$ cat src/rtl/mult16_seq_if.sv
`default_nettype none
// ============================================================================
// mult16_seq_if : request/result bus and 8x8-stage handshake for mult16_seq
// Rev 1.0
// ============================================================================
interface mult16_seq_if;
  logic        start;
  logic        sgn;
  logic [15:0] A;
  logic [15:0] B;
  logic        busy;
  logic        done;
  logic        err;
  logic [31:0] RES;
  logic        mul_start;
  logic [7:0]  mul_a;
  logic [7:0]  mul_b;
  logic        mul_done;
  logic [15:0] mul_res;

  modport master (
    output start, sgn, A, B, mul_done, mul_res,
    input  busy, done, err, RES, mul_start, mul_a, mul_b
  );

  modport slave (
    input  start, sgn, A, B, mul_done, mul_res,
    output busy, done, err, RES, mul_start, mul_a, mul_b
  );
endinterface

`default_nettype wire

$ cat src/rtl/mult16_seq.sv
`default_nettype none
// ============================================================================
// mult16_seq : sequential 16x16 signed/unsigned multiply from four 8x8 partials
// Optional per-partial timeout abort when MULT16_TIMEOUT_EN is defined.
// Rev 1.0
// ============================================================================
module mult16_seq #(
  parameter int TIMEOUT = 15
) (
  input  logic        clock,
  input  logic        reset,
  mult16_seq_if.slave bus
);

  typedef enum logic [2:0] {
    S_IDLE  = 3'd0,
    S_PREP  = 3'd1,
    S_ISSUE = 3'd2,
    S_WAIT  = 3'd3,
    S_ACC   = 3'd4,
    S_FIX   = 3'd5,
    S_DONE  = 3'd6
  } state_t;

  state_t      r_state;
  state_t      w_state_nxt;

  logic        r_sgn;
  logic [15:0] r_a;
  logic [15:0] r_b;
  logic [15:0] r_mag_a;
  logic [15:0] r_mag_b;
  logic        r_neg;
  logic [31:0] r_acc;
  logic [1:0]  r_idx;
  logic [15:0] r_prod;
  logic        r_mul_done;
  logic [7:0]  r_mul_a;
  logic [7:0]  r_mul_b;
  logic [31:0] r_res;

  logic [15:0] w_mag_a;
  logic [15:0] w_mag_b;
  logic        w_rise;
  logic [31:0] w_partial;
  logic [1:0]  w_idx_inc;
  logic        w_timeout;

  // Two's-complement negate of 0x8000 yields 0x8000, which read unsigned is 32768.
  assign w_mag_a   = (r_sgn && r_a[15]) ? (16'd0 - r_a) : r_a;
  assign w_mag_b   = (r_sgn && r_b[15]) ? (16'd0 - r_b) : r_b;
  assign w_rise    = bus.mul_done & ~r_mul_done;
  assign w_idx_inc = r_idx + 2'd1;

  always_comb begin
    w_partial = {16'd0, r_prod};
    case (r_idx)
      2'd1, 2'd2: w_partial = {8'd0, r_prod, 8'd0};
      2'd3:       w_partial = {r_prod, 16'd0};
      default:    w_partial = {16'd0, r_prod};
    endcase
  end

`ifdef MULT16_TIMEOUT_EN
  logic [3:0] r_tcnt;
  logic       r_err;
  logic [4:0] w_tcnt_inc;

  assign w_tcnt_inc = {1'b0, r_tcnt} + 5'd1;
  assign w_timeout  = (r_state == S_WAIT) && !w_rise && (w_tcnt_inc == 5'(TIMEOUT));

  always_ff @(posedge clock or posedge reset) begin
    if (reset) begin
      r_tcnt <= 4'd0;
      r_err  <= 1'b0;
    end else begin
      if (r_state == S_ISSUE) begin
        r_tcnt <= 4'd0;
      end else if (r_state == S_WAIT && !w_rise) begin
        r_tcnt <= w_tcnt_inc[3:0];
      end
      if (r_state == S_IDLE && bus.start) begin
        r_err <= 1'b0;
      end else if (w_timeout) begin
        r_err <= 1'b1;
      end
    end
  end

  assign bus.err = r_err;
`else
  // TIMEOUT only matters in the timeout build.
  logic [3:0] unused_timeout;
  assign unused_timeout = 4'(TIMEOUT);
  assign w_timeout      = 1'b0;
  assign bus.err        = 1'b0;
`endif

  always_ff @(posedge clock or posedge reset) begin
    if (reset) begin
      r_state <= S_IDLE;
    end else begin
      r_state <= w_state_nxt;
    end
  end

  always_comb begin
    w_state_nxt = r_state;
    case (r_state)
      S_IDLE:  if (bus.start) w_state_nxt = S_PREP;
      S_PREP:  w_state_nxt = S_ISSUE;
      S_ISSUE: w_state_nxt = S_WAIT;
      S_WAIT: begin
        if (w_rise) begin
          w_state_nxt = S_ACC;
        end else if (w_timeout) begin
          w_state_nxt = S_DONE;
        end
      end
      S_ACC:   w_state_nxt = (r_idx == 2'd3) ? S_FIX : S_ISSUE;
      S_FIX:   w_state_nxt = S_DONE;
      S_DONE:  w_state_nxt = S_IDLE;
      default: w_state_nxt = S_IDLE;
    endcase
  end

  always_ff @(posedge clock or posedge reset) begin
    if (reset) begin
      r_sgn      <= 1'b0;
      r_a        <= 16'd0;
      r_b        <= 16'd0;
      r_mag_a    <= 16'd0;
      r_mag_b    <= 16'd0;
      r_neg      <= 1'b0;
      r_acc      <= 32'd0;
      r_idx      <= 2'd0;
      r_prod     <= 16'd0;
      r_mul_done <= 1'b0;
      r_mul_a    <= 8'd0;
      r_mul_b    <= 8'd0;
      r_res      <= 32'd0;
    end else begin
      r_mul_done <= bus.mul_done;
      case (r_state)
        S_IDLE: begin
          if (bus.start) begin
            r_a   <= bus.A;
            r_b   <= bus.B;
            r_sgn <= bus.sgn;
          end
        end
        S_PREP: begin
          r_mag_a <= w_mag_a;
          r_mag_b <= w_mag_b;
          r_neg   <= r_sgn & (r_a[15] ^ r_b[15]);
          r_acc   <= 32'd0;
          r_idx   <= 2'd0;
          r_mul_a <= w_mag_a[7:0];
          r_mul_b <= w_mag_b[7:0];
        end
        S_WAIT: begin
          if (w_rise) begin
            r_prod <= bus.mul_res;
          end else if (w_timeout) begin
            r_res <= 32'd0;
          end
        end
        S_ACC: begin
          r_acc <= r_acc + w_partial;
          // Operands for the next partial are loaded here so they are stable at ISSUE.
          if (r_idx != 2'd3) begin
            r_idx   <= w_idx_inc;
            r_mul_a <= w_idx_inc[1] ? r_mag_a[15:8] : r_mag_a[7:0];
            r_mul_b <= w_idx_inc[0] ? r_mag_b[15:8] : r_mag_b[7:0];
          end
        end
        S_FIX: begin
          r_res <= r_neg ? (32'd0 - r_acc) : r_acc;
        end
        default: ;
      endcase
    end
  end

  assign bus.busy      = (r_state != S_IDLE);
  assign bus.done      = (r_state == S_DONE);
  assign bus.mul_start = (r_state == S_ISSUE);
  assign bus.mul_a     = r_mul_a;
  assign bus.mul_b     = r_mul_b;
  assign bus.RES       = r_res;

endmodule

`default_nettype wire
$ cat src/flat_wrapper.sv
// flat-port wrapper written by rule: the top's interface ports become plain ports
module mult16_seq_flat 
#(
  parameter int TIMEOUT = 15
)
  (clock, reset, bus_start, bus_sgn, bus_A, bus_B, bus_mul_done, bus_mul_res, bus_busy, bus_done, bus_err, bus_RES, bus_mul_start, bus_mul_a, bus_mul_b);
  mult16_seq_if bus_i ();
  input  logic clock;
  input  logic reset;
  input wire logic [$bits(bus_i.start)-1:0] bus_start;
  input wire logic [$bits(bus_i.sgn)-1:0] bus_sgn;
  input wire logic [$bits(bus_i.A)-1:0] bus_A;
  input wire logic [$bits(bus_i.B)-1:0] bus_B;
  input wire logic [$bits(bus_i.mul_done)-1:0] bus_mul_done;
  input wire logic [$bits(bus_i.mul_res)-1:0] bus_mul_res;
  output wire logic [$bits(bus_i.busy)-1:0] bus_busy;
  output wire logic [$bits(bus_i.done)-1:0] bus_done;
  output wire logic [$bits(bus_i.err)-1:0] bus_err;
  output wire logic [$bits(bus_i.RES)-1:0] bus_RES;
  output wire logic [$bits(bus_i.mul_start)-1:0] bus_mul_start;
  output wire logic [$bits(bus_i.mul_a)-1:0] bus_mul_a;
  output wire logic [$bits(bus_i.mul_b)-1:0] bus_mul_b;
  assign bus_i.start = bus_start;
  assign bus_i.sgn = bus_sgn;
  assign bus_i.A = bus_A;
  assign bus_i.B = bus_B;
  assign bus_i.mul_done = bus_mul_done;
  assign bus_i.mul_res = bus_mul_res;
  assign bus_busy = bus_i.busy;
  assign bus_done = bus_i.done;
  assign bus_err = bus_i.err;
  assign bus_RES = bus_i.RES;
  assign bus_mul_start = bus_i.mul_start;
  assign bus_mul_a = bus_i.mul_a;
  assign bus_mul_b = bus_i.mul_b;
  mult16_seq #(.TIMEOUT(TIMEOUT)) u_core (.clock(clock), .reset(reset), .bus(bus_i));
endmodule
$ cat config.mk
export PLATFORM = sky130hd
export DESIGN_NAME = mult16_seq_flat
export DESIGN_NICKNAME = d
export VERILOG_FILES = /design/src/rtl/mult16_seq_if.sv /design/src/rtl/mult16_seq.sv /design/src/flat_wrapper.sv
export SDC_FILE = /design/constraint.sdc
export NUM_CORES = 1
export LEC_CHECK = 0
export ABC_AREA = 1
export CAP_MARGIN = 5
export CORE_MARGIN = 2
export CORE_UTILIZATION = 35
export DETAILED_ROUTE_END_ITERATION = 7
export PLACE_DENSITY = 0.53
export SKIP_LAST_GASP = 1
export SYNTH_ARGS = -nofsm -noshare
export SYNTH_HDL_FRONTEND = slang
export SYNTH_SLANG_ARGS = --single-unit
$ cat constraint.sdc
create_clock -name clock -period 7 [get_ports clock]
set_clock_uncertainty 0.05 [all_clocks]
set_input_delay 1.4 -clock clock [delete_from_list [all_inputs] [get_ports clock]]
set_output_delay 1.4 -clock clock [all_outputs]
set_load 0.05 [all_outputs]
======== Word level (Yosys, flattened, before mapping) ========
Index checks and enable logic that the tools add are counted.
Widths: inputs -> output; s select.
operators by class
  equality and inequality tests ........... 13
  multiplexer cells ....................... 17
  reductions and logical operators ........ 10
  bitwise gates (word level) .............. 4
  add/subtract/negate cells ............... 5
operator list
  operator               count
  $pmux 32 s2            2
  $add 32x32->32         1
  $mux 16                2
  $mux 32                1
  $mux 8                 4
  $pmux 8 s2             2
  $sub 1x16->16 const A  2
  $sub 1x32->32 const A  1
  $pmux 3 s6             1
  $eq 3x3->1 const B     3
  $mux 3                 3
  $reduce_and 2->1       4
  $eq 3x2->1 const B     2
  $eq 2x2->1 const B     2
  $ne 2x1->1 const B     2
  $ne 2x2->1 const B     2
  $pmux 2 s2             1
  $eq 3x1->1 const B     1
  $logic_not 3->1        1
  $reduce_bool 3->1      1
  $add 2x1->2 const B    1
  $and 1x1->1            2
  $eq 2x1->1 const B     1
  $logic_and 1x1->1      2
  other kinds (5)        5
word-level totals
  input port bits ......................... 53
  word-level logic and storage cells ...... 63
  register bits after elaboration ......... 168
  output and inout port bits .............. 52

======== Depth between registers and ports, before layout ========
  word-level depth ........................ 5
  mapped depth ............................ 19
  depth with buffers taken out ............ 18

======== Least setup slack after synthesis ========
Ideal clock, no wire load.
  path type ............................... flip-flop to output port
  start point ............................. register u_core.r_state[2]
  end point ............................... output port bus_done
  cell stages (with the launch flop) ...... 3
  slack ................................... 3.874 ns
  arrival ................................. 1.676 ns
  data required time ...................... 5.550 ns
  path buffers ............................ 0
  cell sequence ........................... dfrtp_1 -> inv_2 -> nor3_1
on the way
  word-level cells in the longest chain between the ends .. 1
RTL lines
  item                    line                text
  from (decl)             mult16_seq.sv:25    state_t r_state;
  from (signal assigned)  mult16_seq.sv:103   r_state <= w_state_nxt;
  $eq 3x3->1              mult16_seq.sv:186   assign bus.done = (r_state == S_DONE);
  to (decl)               flat_wrapper.sv:17  output wire logic [$bits(bus_i.done)-1:0] bus_done;
No other way between the ends.

======== Final worst setup path ========
  start point ............................. register u_core.r_idx[0]
  end point ............................... register u_core.r_acc[28]
on the way
  word-level cells in the longest chain between the ends .. 5
  elaborated cells on any way between the ends .. 7
  classes of those cells .................. add/sub (1); eq/ne (3); mux (2); reduce/logical (1)
RTL lines
  item                                             line               text
  from (decl)                                      mult16_seq.sv:35   logic [1:0] r_idx;
  from (signal assigned)                           mult16_seq.sv:172  r_idx <= w_idx_inc;
  $eq 2x1->1 / $eq 2x2->1 (equally long branches)  mult16_seq.sv:57   case (r_idx)
  $reduce_or 2->1                                  mult16_seq.sv:57
  $pmux 32 s2 (*)                                  mult16_seq.sv:57
  $add 32x32->32 (*)                               mult16_seq.sv:169  r_acc <= r_acc + w_partial;
  $pmux 32 s2 (*)                                  mult16_seq.sv:144  case (r_state)
  to (signal assigned)                             mult16_seq.sv:169
  to (decl)                                        mult16_seq.sv:34   logic [31:0] r_acc;
Every way passes the cells marked *; elsewhere a longest branch is shown, timed or not.
A chain may end at the register's enable or synchronous reset.

==> run summary <==
FFs w/ async S/R, synth = 1.000
Worst Setup Path Type = reg2reg
I/O pins = 105
Max-cap violation count = 0
Final WL = 30.91 mm
Setup crit start = u_core.r_idx[0]
Synth top cells by count = nand2_1, inv_1, dfrtp_1
CP Depth = 15
Critical path peak fanout = 25
Top cell type's share of synthesized area = 0.3897
Layout cells sized above 1 = 0.04067
Final hold slack = 0.4303 ns
Synthesized area = 0.01079 sq mm
Starting Density = 0.3536
#FFs+latches synth = 168
Mapped Nets = 1672
DR WL/cell = 14.94 um
Crit-path cells = clkinv_1, ha_1, clkinv_1, o31ai_1, ha_1, nand2_1, inv_1, nand2_1, nand2_1, nand2_1, nand2_1, a21oi_1, nand3_1, nand3_1, nand2_1
Synth Flop Type = dfrtp_1
Worst r2r src = u_core.r_idx[0]
Worst reg2reg path depth = 15
Die width = 179.6 um
VDD IR max = 0.0002256 V
Chip height = 179.6 um
Pins Over Slew Limit = 0
Layout area overhead = 17.95%
Total Power = 5521 uW
Gate Count Post-Synth = 1582
Top delay family on crit path = adder cells
Final hold vios = 0
Crit path capture = u_core.r_acc[28]
Clk buf depth = 2
Yosys warns = 0
Setup bufs post-CTS = 0
Worst path required time = 7.28 ns
Cell variety after synth = 44
Worst EP arrival = 4.34 ns
Setup TNS = 0 ns
# rows = 64
Crit-path slowest cell = ha_1
Synth top area cells = dfrtp_1, nand2_1, inv_1
Clk pin slew, worst setup/hold paths = 0.08 ns
Cts repair resizes = 0
Clock sink count = 168
Initial antenna violation count = 2
Vias per cell = 4.809
Final period util = 0.5801
Final setup viols = 0
Gpl congestion = 0.9079
Largest net degree at the start of global routing = 64
Peak Freq = 246.3 MHz
First-pass GRT wire length = 50.07 mm
Root buffer cell = clkbuf_16
DIE AREA = 0.03224 sq mm
Htree depth = 4
Vias in the first global route = 9586
Port Buf Inserts = 103
Core region area = 0.03051 sq mm
RSZ-0062 raised after global routing = no
Status = completed
Worst path max stage delay = 0.88 ns
Routed Antenna Nets = 0
Layout Nets = 1749
Setup crit end kind = flop
EDFF count, synth = 0
Critical path startpoint category = flop
HP Class = reg2reg
Top cell type by total area after synthesis = dfrtp_1
Via count = 9949
Count leader, synth = nand2_1
Multi-input logic area = 0.005488 sq mm
DRC viols = 0
Minimum clock period = 4.061 ns
Avg Inst Size Synth = 6.819 sq um
Hold Path Depth = 2
Drt first pass iters = 6
Worst-Margin Slew = 0.8306 ns
Total grt overflow = 0
R2R Setup Slk = 2.94 ns
Cell repeated most along the worst path = nand2_1
HPWL Detailed = 23.69 mm
Worst skew pair latency = 0.45 ns
Slew headroom = 0.4454
Initial DRC Count = 828
Fill count = 3237
FF-to-FF End = u_core.r_acc[28]
Buffers and inverters on the worst path = 3
Hold buffer count at CTS = 0
Post-synthesis sequential area ratio = 0.3897
TritonCTS Buffers = 17
Register Area = 0.004204 sq mm
CTS tree = done
PD cells = 433.9 mW/mm^2
Leakage = 0.006678 uW
GRT Util Overall = 0.1933
## logic make-up after synthesis
family / Yosys count / share of synthesized area
other cells: 1 / 0.0003476
xor+xnor: 36 / 0.02923
mux: 11 / 0.01287
buf+inv: 270 / 0.1016
compound gates: 210 / 0.1009
flops: 168 / 0.3897
simple gates: 849 / 0.3217
fa+ha+maj: 37 / 0.04361
## routing by layer
metal | routed length, um | track usage
met1 | 14870 | 0.2570
met2 | 14210 | 0.3257
met3 | 1259 | 0.03404
met4 | 556 | 0.04911
met5 | 12 | 0
## layout make-up
class,instances,area share
Inverter,221,0.06578
Antenna cell,1,0.0001967
Clock buffer,17,0.03343
Sequential cell,168,0.3304
Tap cell,396,0.03894
Timing Repair Buffer,107,0.08338
Multi-Input combinational cell,1144,0.4313
Clock inverter,15,0.01662
## through the flow
stage                       util  std cells  setup slack, ns  cell area, sq um
after CTS                 0.4170       2068            2.932             12720
after floorplan                -       1582            1.003             10790
after detailed placement  0.3961       2036            2.953             12090
after global placement    0.3961       2036            3.061             12090
after global routing      0.4170       2068            2.493             12720
final                     0.4171       2069            2.939             12720
## flip-flops by register name, summed over array words and instances (netlist names), 2 cells and up
signal,count
u_core.r_idx,2
u_core.r_acc,32
u_core.bus.RES,32
u_core.r_mag_a,16
u_core.r_b,16
u_core.r_prod,16
u_core.r_a,16
u_core.bus.mul_b,8
u_core.r_state,3
u_core.r_mag_b,16
u_core.bus.mul_a,8
## report_power, final
group	switching (uW)	internal, uW	total (uW)
Clock	508	496	1000
Combinational	1960	911	2870
Sequential	291	1360	1650
## worst min-delay path: stages (launching register included)
cell and delay (ns):
dfrtp_1 0.34, nand2_1 0.05, nand2_1 0.05
## cells in the final DEF, fill, tap and decap left out, types with 11 or more instances in the layout
master	netlist	routed
a21oi_1	81	81
ha_1	36	36
nor3_1	14	14
o21ai_1	28	28
nand2_1	532	532
nand4_1	11	11
nor2_1	149	149
clkbuf_16	0	17
xor2_1	33	33
dfrtp_1	168	168
inv_1	212	211
o21ai_0	84	84
clkdlybuf4s50_1	0	103
nand3_1	126	126
## how the worst min path moves through the flow
stage / end / slack, ns / start
floorplan: u_core.r_mag_a[5] / 0.40 / u_core.r_mag_a[5]
detailed placement: u_core.r_mag_a[5] / 0.42 / u_core.r_mag_a[5]
finish: u_core.bus.RES[13] / 0.43 / u_core.bus.RES[13]
global route: u_core.bus.RES[16] / 0.46 / u_core.bus.RES[16]
CTS: u_core.r_mag_a[3] / 0.44 / u_core.r_mag_a[3]
global placement: u_core.r_mag_b[4] / 0.42 / u_core.r_mag_b[4]
(Power assumes the default switching activity.)
